### src/rtl/evt2_byte_packer.sv
// Packs UART bytes into 32-bit little-endian EVT2 words behind a 2-entry output FIFO,
// with an idle timeout that discards stale partial words and saturating drop/resync statistics.
module evt2_byte_packer #(
  parameter int TIMEOUT_CYCLES = 12000,
  parameter int STAT_BITS      = 8
) (
  input  logic                 clk,
  input  logic                 rst_n,
  input  logic [7:0]           byte_in,
  input  logic                 byte_valid,
  input  logic                 clear_stats,
  output logic [31:0]          evt_word,
  output logic                 evt_word_valid,
  input  logic                 evt_word_ready,
  output logic                 busy,
  output logic                 overflow,
  output logic [STAT_BITS-1:0] words_dropped,
  output logic [STAT_BITS-1:0] resync_count
);

  localparam int IDLE_W = (TIMEOUT_CYCLES > 1) ? $clog2(TIMEOUT_CYCLES) : 1;
  localparam logic [IDLE_W-1:0]    IDLE_LAST = IDLE_W'(TIMEOUT_CYCLES - 1);
  localparam logic [STAT_BITS-1:0] STAT_MAX  = {STAT_BITS{1'b1}};

  logic [1:0]           byte_idx_r, byte_idx_nxt_s;
  logic [23:0]          partial_r;
  logic [IDLE_W-1:0]    idle_cnt_r, idle_cnt_nxt_s;
  logic                 busy_r;
  logic [31:0]          head_word_r, head_word_nxt_s;
  logic [31:0]          tail_word_r, tail_word_nxt_s;
  logic                 head_valid_r, head_valid_nxt_s;
  logic                 tail_valid_r, tail_valid_nxt_s;
  logic                 overflow_r;
  logic [STAT_BITS-1:0] dropped_r, resync_r;

  logic        word_done_s, pop_s, full_s, push_s, drop_s, timeout_s;
  logic [31:0] new_word_s;

  assign word_done_s = byte_valid && (byte_idx_r == 2'd3);
  assign new_word_s  = {byte_in, partial_r};
  assign pop_s       = head_valid_r && evt_word_ready;
  assign full_s      = head_valid_r && tail_valid_r;
  // A pop in the same cycle frees the slot the completing word needs.
  assign push_s      = word_done_s && (!full_s || pop_s);
  assign drop_s      = word_done_s && full_s && !pop_s;
  assign timeout_s   = busy_r && !byte_valid && (idle_cnt_r == IDLE_LAST);

  // Byte index and idle counter next state; an arriving byte beats the timeout.
  always_comb begin
    byte_idx_nxt_s = byte_idx_r;
    idle_cnt_nxt_s = idle_cnt_r;
    if (byte_valid) begin
      byte_idx_nxt_s = byte_idx_r + 2'd1;
      idle_cnt_nxt_s = {IDLE_W{1'b0}};
    end else if (timeout_s) begin
      byte_idx_nxt_s = 2'd0;
      idle_cnt_nxt_s = {IDLE_W{1'b0}};
    end else if (busy_r) begin
      idle_cnt_nxt_s = idle_cnt_r + {{(IDLE_W-1){1'b0}}, 1'b1};
    end else begin
      idle_cnt_nxt_s = {IDLE_W{1'b0}};
    end
  end

  // Two-entry FIFO next state; the head register drives the output directly.
  always_comb begin
    head_word_nxt_s  = head_word_r;
    tail_word_nxt_s  = tail_word_r;
    head_valid_nxt_s = head_valid_r;
    tail_valid_nxt_s = tail_valid_r;
    case ({pop_s, push_s})
      2'b11: begin
        if (tail_valid_r) begin
          head_word_nxt_s = tail_word_r;
          tail_word_nxt_s = new_word_s;
        end else begin
          head_word_nxt_s = new_word_s;
        end
      end
      2'b10: begin
        head_word_nxt_s  = tail_word_r;
        head_valid_nxt_s = tail_valid_r;
        tail_valid_nxt_s = 1'b0;
      end
      2'b01: begin
        if (!head_valid_r) begin
          head_word_nxt_s  = new_word_s;
          head_valid_nxt_s = 1'b1;
        end else begin
          tail_word_nxt_s  = new_word_s;
          tail_valid_nxt_s = 1'b1;
        end
      end
      default: begin
        head_valid_nxt_s = head_valid_r;
      end
    endcase
  end

  // Assembly state: byte index, partial bytes, idle counter and busy flag.
  always_ff @(posedge clk or negedge rst_n) begin
    if (!rst_n) begin
      byte_idx_r <= 2'd0;
      partial_r  <= 24'd0;
      idle_cnt_r <= {IDLE_W{1'b0}};
      busy_r     <= 1'b0;
    end else begin
      byte_idx_r <= byte_idx_nxt_s;
      idle_cnt_r <= idle_cnt_nxt_s;
      busy_r     <= (byte_idx_nxt_s != 2'd0);
      if (byte_valid) begin
        case (byte_idx_r)
          2'd0:    partial_r[7:0]   <= byte_in;
          2'd1:    partial_r[15:8]  <= byte_in;
          2'd2:    partial_r[23:16] <= byte_in;
          default: partial_r        <= partial_r;
        endcase
      end
    end
  end

  // FIFO registers.
  always_ff @(posedge clk or negedge rst_n) begin
    if (!rst_n) begin
      head_word_r  <= 32'd0;
      tail_word_r  <= 32'd0;
      head_valid_r <= 1'b0;
      tail_valid_r <= 1'b0;
    end else begin
      head_word_r  <= head_word_nxt_s;
      tail_word_r  <= tail_word_nxt_s;
      head_valid_r <= head_valid_nxt_s;
      tail_valid_r <= tail_valid_nxt_s;
    end
  end

  // Statistics; a clear request overrides any increment in the same cycle.
  always_ff @(posedge clk or negedge rst_n) begin
    if (!rst_n) begin
      overflow_r <= 1'b0;
      dropped_r  <= {STAT_BITS{1'b0}};
      resync_r   <= {STAT_BITS{1'b0}};
    end else if (clear_stats) begin
      overflow_r <= 1'b0;
      dropped_r  <= {STAT_BITS{1'b0}};
      resync_r   <= {STAT_BITS{1'b0}};
    end else begin
      if (drop_s) begin
        overflow_r <= 1'b1;
        if (dropped_r != STAT_MAX) begin
          dropped_r <= dropped_r + {{(STAT_BITS-1){1'b0}}, 1'b1};
        end
      end
      if (timeout_s && (resync_r != STAT_MAX)) begin
        resync_r <= resync_r + {{(STAT_BITS-1){1'b0}}, 1'b1};
      end
    end
  end

  assign evt_word       = head_word_r;
  assign evt_word_valid = head_valid_r;
  assign busy           = busy_r;
  assign overflow       = overflow_r;
  assign words_dropped  = dropped_r;
  assign resync_count   = resync_r;

endmodule

### config.mk
export PLATFORM = sky130hd
export DESIGN_NAME = evt2_byte_packer
export DESIGN_NICKNAME = d
export VERILOG_FILES = /design/src/rtl/evt2_byte_packer.sv
export SDC_FILE = /design/constraint.sdc
export NUM_CORES = 1
export LEC_CHECK = 0
export ABC_AREA = 1
export CAP_MARGIN = 15
export CORE_ASPECT_RATIO = 0.5
export CORE_MARGIN = 10
export CORE_UTILIZATION = 57
export CTS_CLUSTER_SIZE = 10
export DETAILED_ROUTE_END_ITERATION = 7
export PLACE_DENSITY = 0.9
export SKIP_LAST_GASP = 1
export SLEW_MARGIN = 20
export SYNTH_ARGS = -nofsm -noshare
export SYNTH_HDL_FRONTEND = slang
export SYNTH_SLANG_ARGS = --single-unit
### constraint.sdc
create_clock -name clk -period 1.76 [get_ports clk]
set_input_delay 0.264 -clock clk [delete_from_list [all_inputs] [get_ports clk]]
set_output_delay 0.264 -clock clk [all_outputs]
set_load 0.02 [all_outputs]
==> impl_metrics.tcl <==
set metrics [dict create \
    clockBufferDepth 2 \
    timing.final.crit_share_pct 98.0 \
    grt_max_degree 65 \
    worstRegToRegCells 9 \
    synth.distinct_cells 30 \
    leakage_component_of_the_power_nw 4.01 \
    post_synthesis_register_bit_count 124 \
    worst_setup_path_end_kind "output port" \
    criticalPathCategory "flop to output port" \
    cap_violations 0 \
    buffer_ports.inserted 63 \
    syn_area_per_cell_sq_um 7.62 \
    totalPowerFinal_w 0.0135 \
    post_route_antenna_net_violation_count 0 \
    clk-insertion-delay-late_ps 420 \
    most-common-layout-cells "sky130_fd_sc_hd__nand2_1, sky130_fd_sc_hd__dfrtp_1, sky130_fd_sc_hd__inv_1, sky130_fd_sc_hd__o21ai_0, sky130_fd_sc_hd__nand3_1" \
    cts_made_buffers 17 \
    die_area_sq_um 16000 \
    cp_max_fo 4 \
    drt-pass1-iter-count 5 \
    post-route-min-period_ps 1730 \
    mostFrequentLayoutCell "sky130_fd_sc_hd__nand2_1" \
    grt_first_pass_wirelength_microns 28200 \
    min_path_type "primary input to async pin" \
    die_h_microns 94.5 \
    critPathBufInv 1 \
    synth.cell_area_sq_um 6320 \
    worst_ep_required_time_ps 1500 \
    critical_path.max_stage_delay_ps 640 \
    gr-total-overflow 0 \
    cp.arrival_ps 1460 \
    nNetsFinal 924 \
    timing.final.hold_violations 0 \
    clock_tree.htree_level_count 4 \
    hold-worst-slack_ps 325 \
    unrepaired_setup_endpoints_after_global_routing "false" \
    final_area_sq_um 7980 \
    antenna-diode-count 0 \
    layout_cell_share_with_drive_strength_beyond_1_pct 12.0 \
    finalCoreUtilization_pct 73.1 \
    tritoncts_clock_tree "done" \
    core-area_sq_um 10900 \
    worstMarginPinSlew_ps 537 \
    maxClockFrequency_mhz 580 \
    regToRegStartpoint "byte_idx_r[0]$_DFF_PN0_" \
    synth.yosys.seq_area_share_pct 49.1 \
    clk_root_buffer_cell "sky130_fd_sc_hd__clkbuf_16" \
    clock_skew_ps 7.27 \
    drc 0 \
    critical_path_depth 1 \
    detail_route.wl_per_cell_microns 16.1 \
    crit_path_top_delay_cell "sky130_fd_sc_hd__clkdlybuf4s50_1" \
    top_delay_family_on_crit_path "buffers and inverters" \
    syn-instance-count 829 \
    yosysWarningCount 0 \
    number_of_ports_placed_on_the_die_boundary 64 \
    post-dp-hpwl_microns 10600 \
    worstSetupStartpointType "flop" \
    grt_antenna_before_repair 0 \
    outcome "finished, final reports clean" \
    start_util_pct 57.9 \
    slew_violations 0 \
    floorplan.rows 27 \
    timing.slew.headroom_pct 64.1 \
    fill_cells 728 \
    post_drt_via_cell_ratio 5.61 \
    grtUsageTotal_pct 21.8 \
    report.final.setup_viol 0 \
    die_width_microns 169 \
    mappedNetlistNets 850 \
    routed_wirelength_microns 17100 \
    clock_net_sink_count 124 \
    gpl.final_weighted_congestion 0.880 \
    placed_area_sq_um 7250 \
    cts.clk_slew.worst_paths_ps 60 \
    grt_pass1_vias 5974 \
    crit_path_cell_trace "clkdlybuf4s50_1" \
    area.growth.synth_to_final_pct 26.3 \
    p_per_cell_area_nw_per_um2 1690 \
    drt_iter0_drcs 796 \
    peakVddDrop_v 0.000909 \
    crit_path_start "words_dropped[6]$_DFFE_PN0P_" \
    vias 5949 \
]
what timing repair did:
action	in CTS	in global routing
endpoints found under the hold margin	28	0
hold buffers	1	0
gates resized for setup	5	17
setup endpoints to repair	5	36
buffers inserted	0	0
kinds of logic (layout without fill, tap and decap cells):
group | count (synthesis) | in the layout | synth area share, %
xor+xnor | 6 | 6 | 0.832
flops | 124 | 124 | 49.1
simple gates | 416 | 416 | 27.9
compound gates | 141 | 141 | 12.1
fa+ha+maj | 8 | 8 | 1.58
buf+inv | 134 | 221 | 8.49
flip-flops by register name, summed over array words and instances, names as in the netlist:
name / cells
byte_idx_r: 2
resync_count: 8
evt_word: 32
tail_valid_r: 1
overflow: 1
words_dropped: 8
partial_r: 24
busy: 1
tail_word_r: 32
evt_word_valid: 1
idle_cnt_r: 14
final cells by class:
| type | instances | area, sq um | area share [%] |
|---|---|---|---|
| multi-input cells | 571 | 2700 | 33.9 |
| flip-flops and latches | 124 | 3100 | 38.9 |
| clock inverters | 14 | 241 | 3.03 |
| inverters | 101 | 379 | 4.75 |
| well taps | 145 | 181 | 2.27 |
| repair buffers | 88 | 942 | 11.8 |
| clock buffers | 18 | 429 | 5.38 |
final timing paths:
path                            slack [ps]                          end
worst max-delay path                    30             words_dropped[6]
worst min-delay path                   330  tail_word_r[17]$_DFFE_PN0P_
worst max register to register         100      evt_word[5]$_DFFE_PN0P_
worst min register to register         500      idle_cnt_r[0]$_DFF_PN0_
max in group asynchronous              860      byte_idx_r[0]$_DFF_PN0_
min in group clk                       500      idle_cnt_r[0]$_DFF_PN0_
stage by stage:
step,std cells,setup slack (ps),TNS (ps)
6_report,1061,34.9,0
5_1_grt,1061,8.90,0
3_3_place_gp,1028,20.1,0
2_1_floorplan,829,223,0
4_1_cts,1061,1.53,0
3_5_place_dp,1028,-62.4,-342
metal layers:
metal | routed length [microns] | part of all wire, % | vias up | track usage (%)
met3 | 1430 | 8.4 | 70 | 6.26
li1 | - | - | 2772 | -
met2 | 8400 | 49 | 312 | 37.7
met1 | 6660 | 39 | 2795 | 24.4
met4 | 609 | 3.6 | 0 | 11.3
met5 | 0 | 0 | - | 0.290
where the power goes:
part           internal (W)  switching (W)  total, W
Combinational       0.00202        0.00279   0.00481
Sequential          0.00388       0.000828   0.00471
Clock               0.00266        0.00134   0.00400
synthesized netlist by cell type, drive strengths merged:
cell	number	share of area, %
xor2	4	0.55
o21ai	96	7.8
nand3	58	4.7
buf	13	1.3
xnor2	2	0.28
o21bai	1	0.12
dfrtp	124	49
inv	101	6.0
ha	8	1.6
a21oi	42	3.9
a31oi	1	0.099
or2	30	3.0
nor2	46	2.8
nor3	10	0.79
o2bb2ai	1	0.14
nand2	265	16
nand4	7	0.79
clkbuf	20	1.2
No activity file was read; power rests on OpenSTA's default activity.
==> patch (config.mk and constraints unchanged) <==
`STAT_BITS`: 8 -> 6.
--- a/src/rtl/evt2_byte_packer.sv
+++ b/src/rtl/evt2_byte_packer.sv
@@ -2,7 +2,7 @@
 // with an idle timeout that discards stale partial words and saturating drop/resync statistics.
 module evt2_byte_packer #(
   parameter int TIMEOUT_CYCLES = 12000,
-  parameter int STAT_BITS      = 8
+  parameter int STAT_BITS      = 6
 ) (
   input  logic                 clk,
   input  logic                 rst_n,
Interface: changed (resized resync_count and words_dropped); port bits go from 64 to 60. No check against the original RTL was run, so the function may have changed too.
==> patch against the unedited design <==
  * Routed wire length rose by 5.6%
  * Via count rose by 1.0%
  * Sequential cell count fell by 4
  * Critical path depth did not move
  * Maximum frequency fell by 0.57%
  * Final area fell by 3.1%
  * Power fell by 0.76%
  * Critical path type unchanged
  * Area after synthesis fell by 2.9%
  * Setup slack got worse by 0.0099 ns
  * Final cell count barely moved
==> patch: results <==
export IMPL_status="finished, final reports clean"
export IMPL_track_usage_pct=21.66
export IMPL_p_leak_nw=3.996
export IMPL_async_flop_share_pct=100.0
export IMPL_grt_pass1_vias=5717
export IMPL_final_nets=931
export IMPL_synth_fa_ha_area_share_pct=1.631
export IMPL_synth_fp_nets=852
export IMPL_antenna_found_initial=0
export IMPL_cts_buffers=17
export IMPL_synth_mux_area_share_pct=0
export IMPL_synth_compound_area_share_pct=11.29
export IMPL_via_per_inst=5.659
export IMPL_synth_common_cells="nand2_1, inv_1, dfrtp_1"
export IMPL_hold_path_class="in2async"
export IMPL_postPlaceCellArea_um2=7076
export IMPL_n_antenna_cell=0
export IMPL_critical_path_max_stage_delay_ns=0.64
export IMPL_crit_family="buffers and inverters"
export IMPL_cp_arrival_ns=1.47
export IMPL_rr_startpoint="byte_idx_r[0]$_DFF_PN0_"
export IMPL_fin_skew_ns=0.005707
export IMPL_place_gp_congestion=0.8269
export IMPL_cts_root_buf="clkbuf_16"
export IMPL_r2r_slack_ns=0.02
export IMPL_crit_slowest_cell="clkdlybuf4s50_1"
export IMPL_yosysWarnings=0
export IMPL_io_buffers=59
export IMPL_path_clk_slew_ns=0.05
export IMPL_ir_drop_v=0.0009278
export IMPL_detailed_place_hpwl_um=10550
export IMPL_layout_drive_gt1_share_pct=8.894
export IMPL_synth_distinct_cells=25
export IMPL_synth_area_leaders="dfrtp_1, nand2_1, inv_1, o21ai_0, nand3_1"
export IMPL_n_fill_cell=698
export IMPL_grt_max_degree=65
export IMPL_grt_pass1_wl_um=27810
export IMPL_synth_xor_area_share_pct=0.7134
export IMPL_crit_path_start="resync_count[5]$_DFFE_PN0P_"
export IMPL_insertion_delay_ns=0.42
export IMPL_firstDrtPassIters=6
export IMPL_drt_iter0_drc=1104
export IMPL_yosysSeqAreaShare_pct=48.92
export IMPL_routed_wl_um=18060
export IMPL_crit_path_max_fanout=5
export IMPL_tightest_slew_ns=0.5797
## patch: cell type report
class                   count  area (um^2)  area share, %
clock buffers              23        498.0          6.442
clock inverters             8        70.07         0.9064
inverters                 133        499.2          6.458
multi-input cells         545         2500          32.34
flip-flops and latches    120         3003          38.85
well taps                 140        175.2          2.266
repair buffers             93        984.7          12.74
## patch: metrics by stage
stage / total power [mW] / std cells / hold slack [ns] / setup WS, ns / utilization (%)
final: 13.41 / 1062 / 0.3665 / 0.02498 / 74.72
after global routing: 14.19 / 1062 / 0.4215 / -0.06400 / 74.72
after CTS: 13.17 / 1059 / 0.3856 / 0.001403 / 73.95
after detailed placement: 9.689 / 1027 / 0.2774 / -0.04072 / 68.40
after global placement: 9.374 / 1027 / 0.2722 / 0.03307 / 68.40
after floorplan: 7.669 / 831 / -0.03159 / 0.2412 / -
## patch: repair_timing
item / CTS / global route
endpoints found under the setup margin: 3 / 18
resized for setup: 3 / 12
pin swaps: 0 / 2
endpoints found under the hold margin: 33 / 0
buffers inserted: 0 / 2
hold buffers: 1 / 0
gates cloned: 0 / 1
## patch: logic make-up after synthesis
kind of cell	Yosys count
fa+ha+maj	8
compound gates	138
xor+xnor	5
flops	120
buf+inv	166
simple gates	394
## patch: worst paths after layout
| kind | end |
|---|---|
| setup / recovery | resync_count[5] |
| hold / removal | evt_word[3]$_DFFE_PN0P_ |
| setup reg to reg | evt_word[10]$_DFFE_PN0P_ |
| hold reg to reg | idle_cnt_r[0]$_DFF_PN0_ |
| max in group asynchronous | resync_count[1]$_DFFE_PN0P_ |
| min in group clk | idle_cnt_r[0]$_DFF_PN0_ |
## patch: per-layer routing
layer | vias to the layer above | track usage [%] | part of all wire (%)
met1 | 2799 | 25.40 | 39
li1 | 2738 | - | -
met2 | 390 | 36.29 | 47
met4 | 0 | 11.12 | 3.9
met5 | - | 0 | 0
met3 | 83 | 6.015 | 9.4
## patch: where the power goes
| group | internal [mW] | total (mW) | switching, mW | leakage [nW] |
|---|---|---|---|---|
| logic | 2.10 | 5.40 | 3.30 | 2.20 |
| clock network | 2.11 | 3.34 | 1.24 | 0.281 |
| registers | 3.83 | 4.67 | 0.843 | 1.51 |
| total | 8.03 | 13.4 | 5.39 | 4.00 |
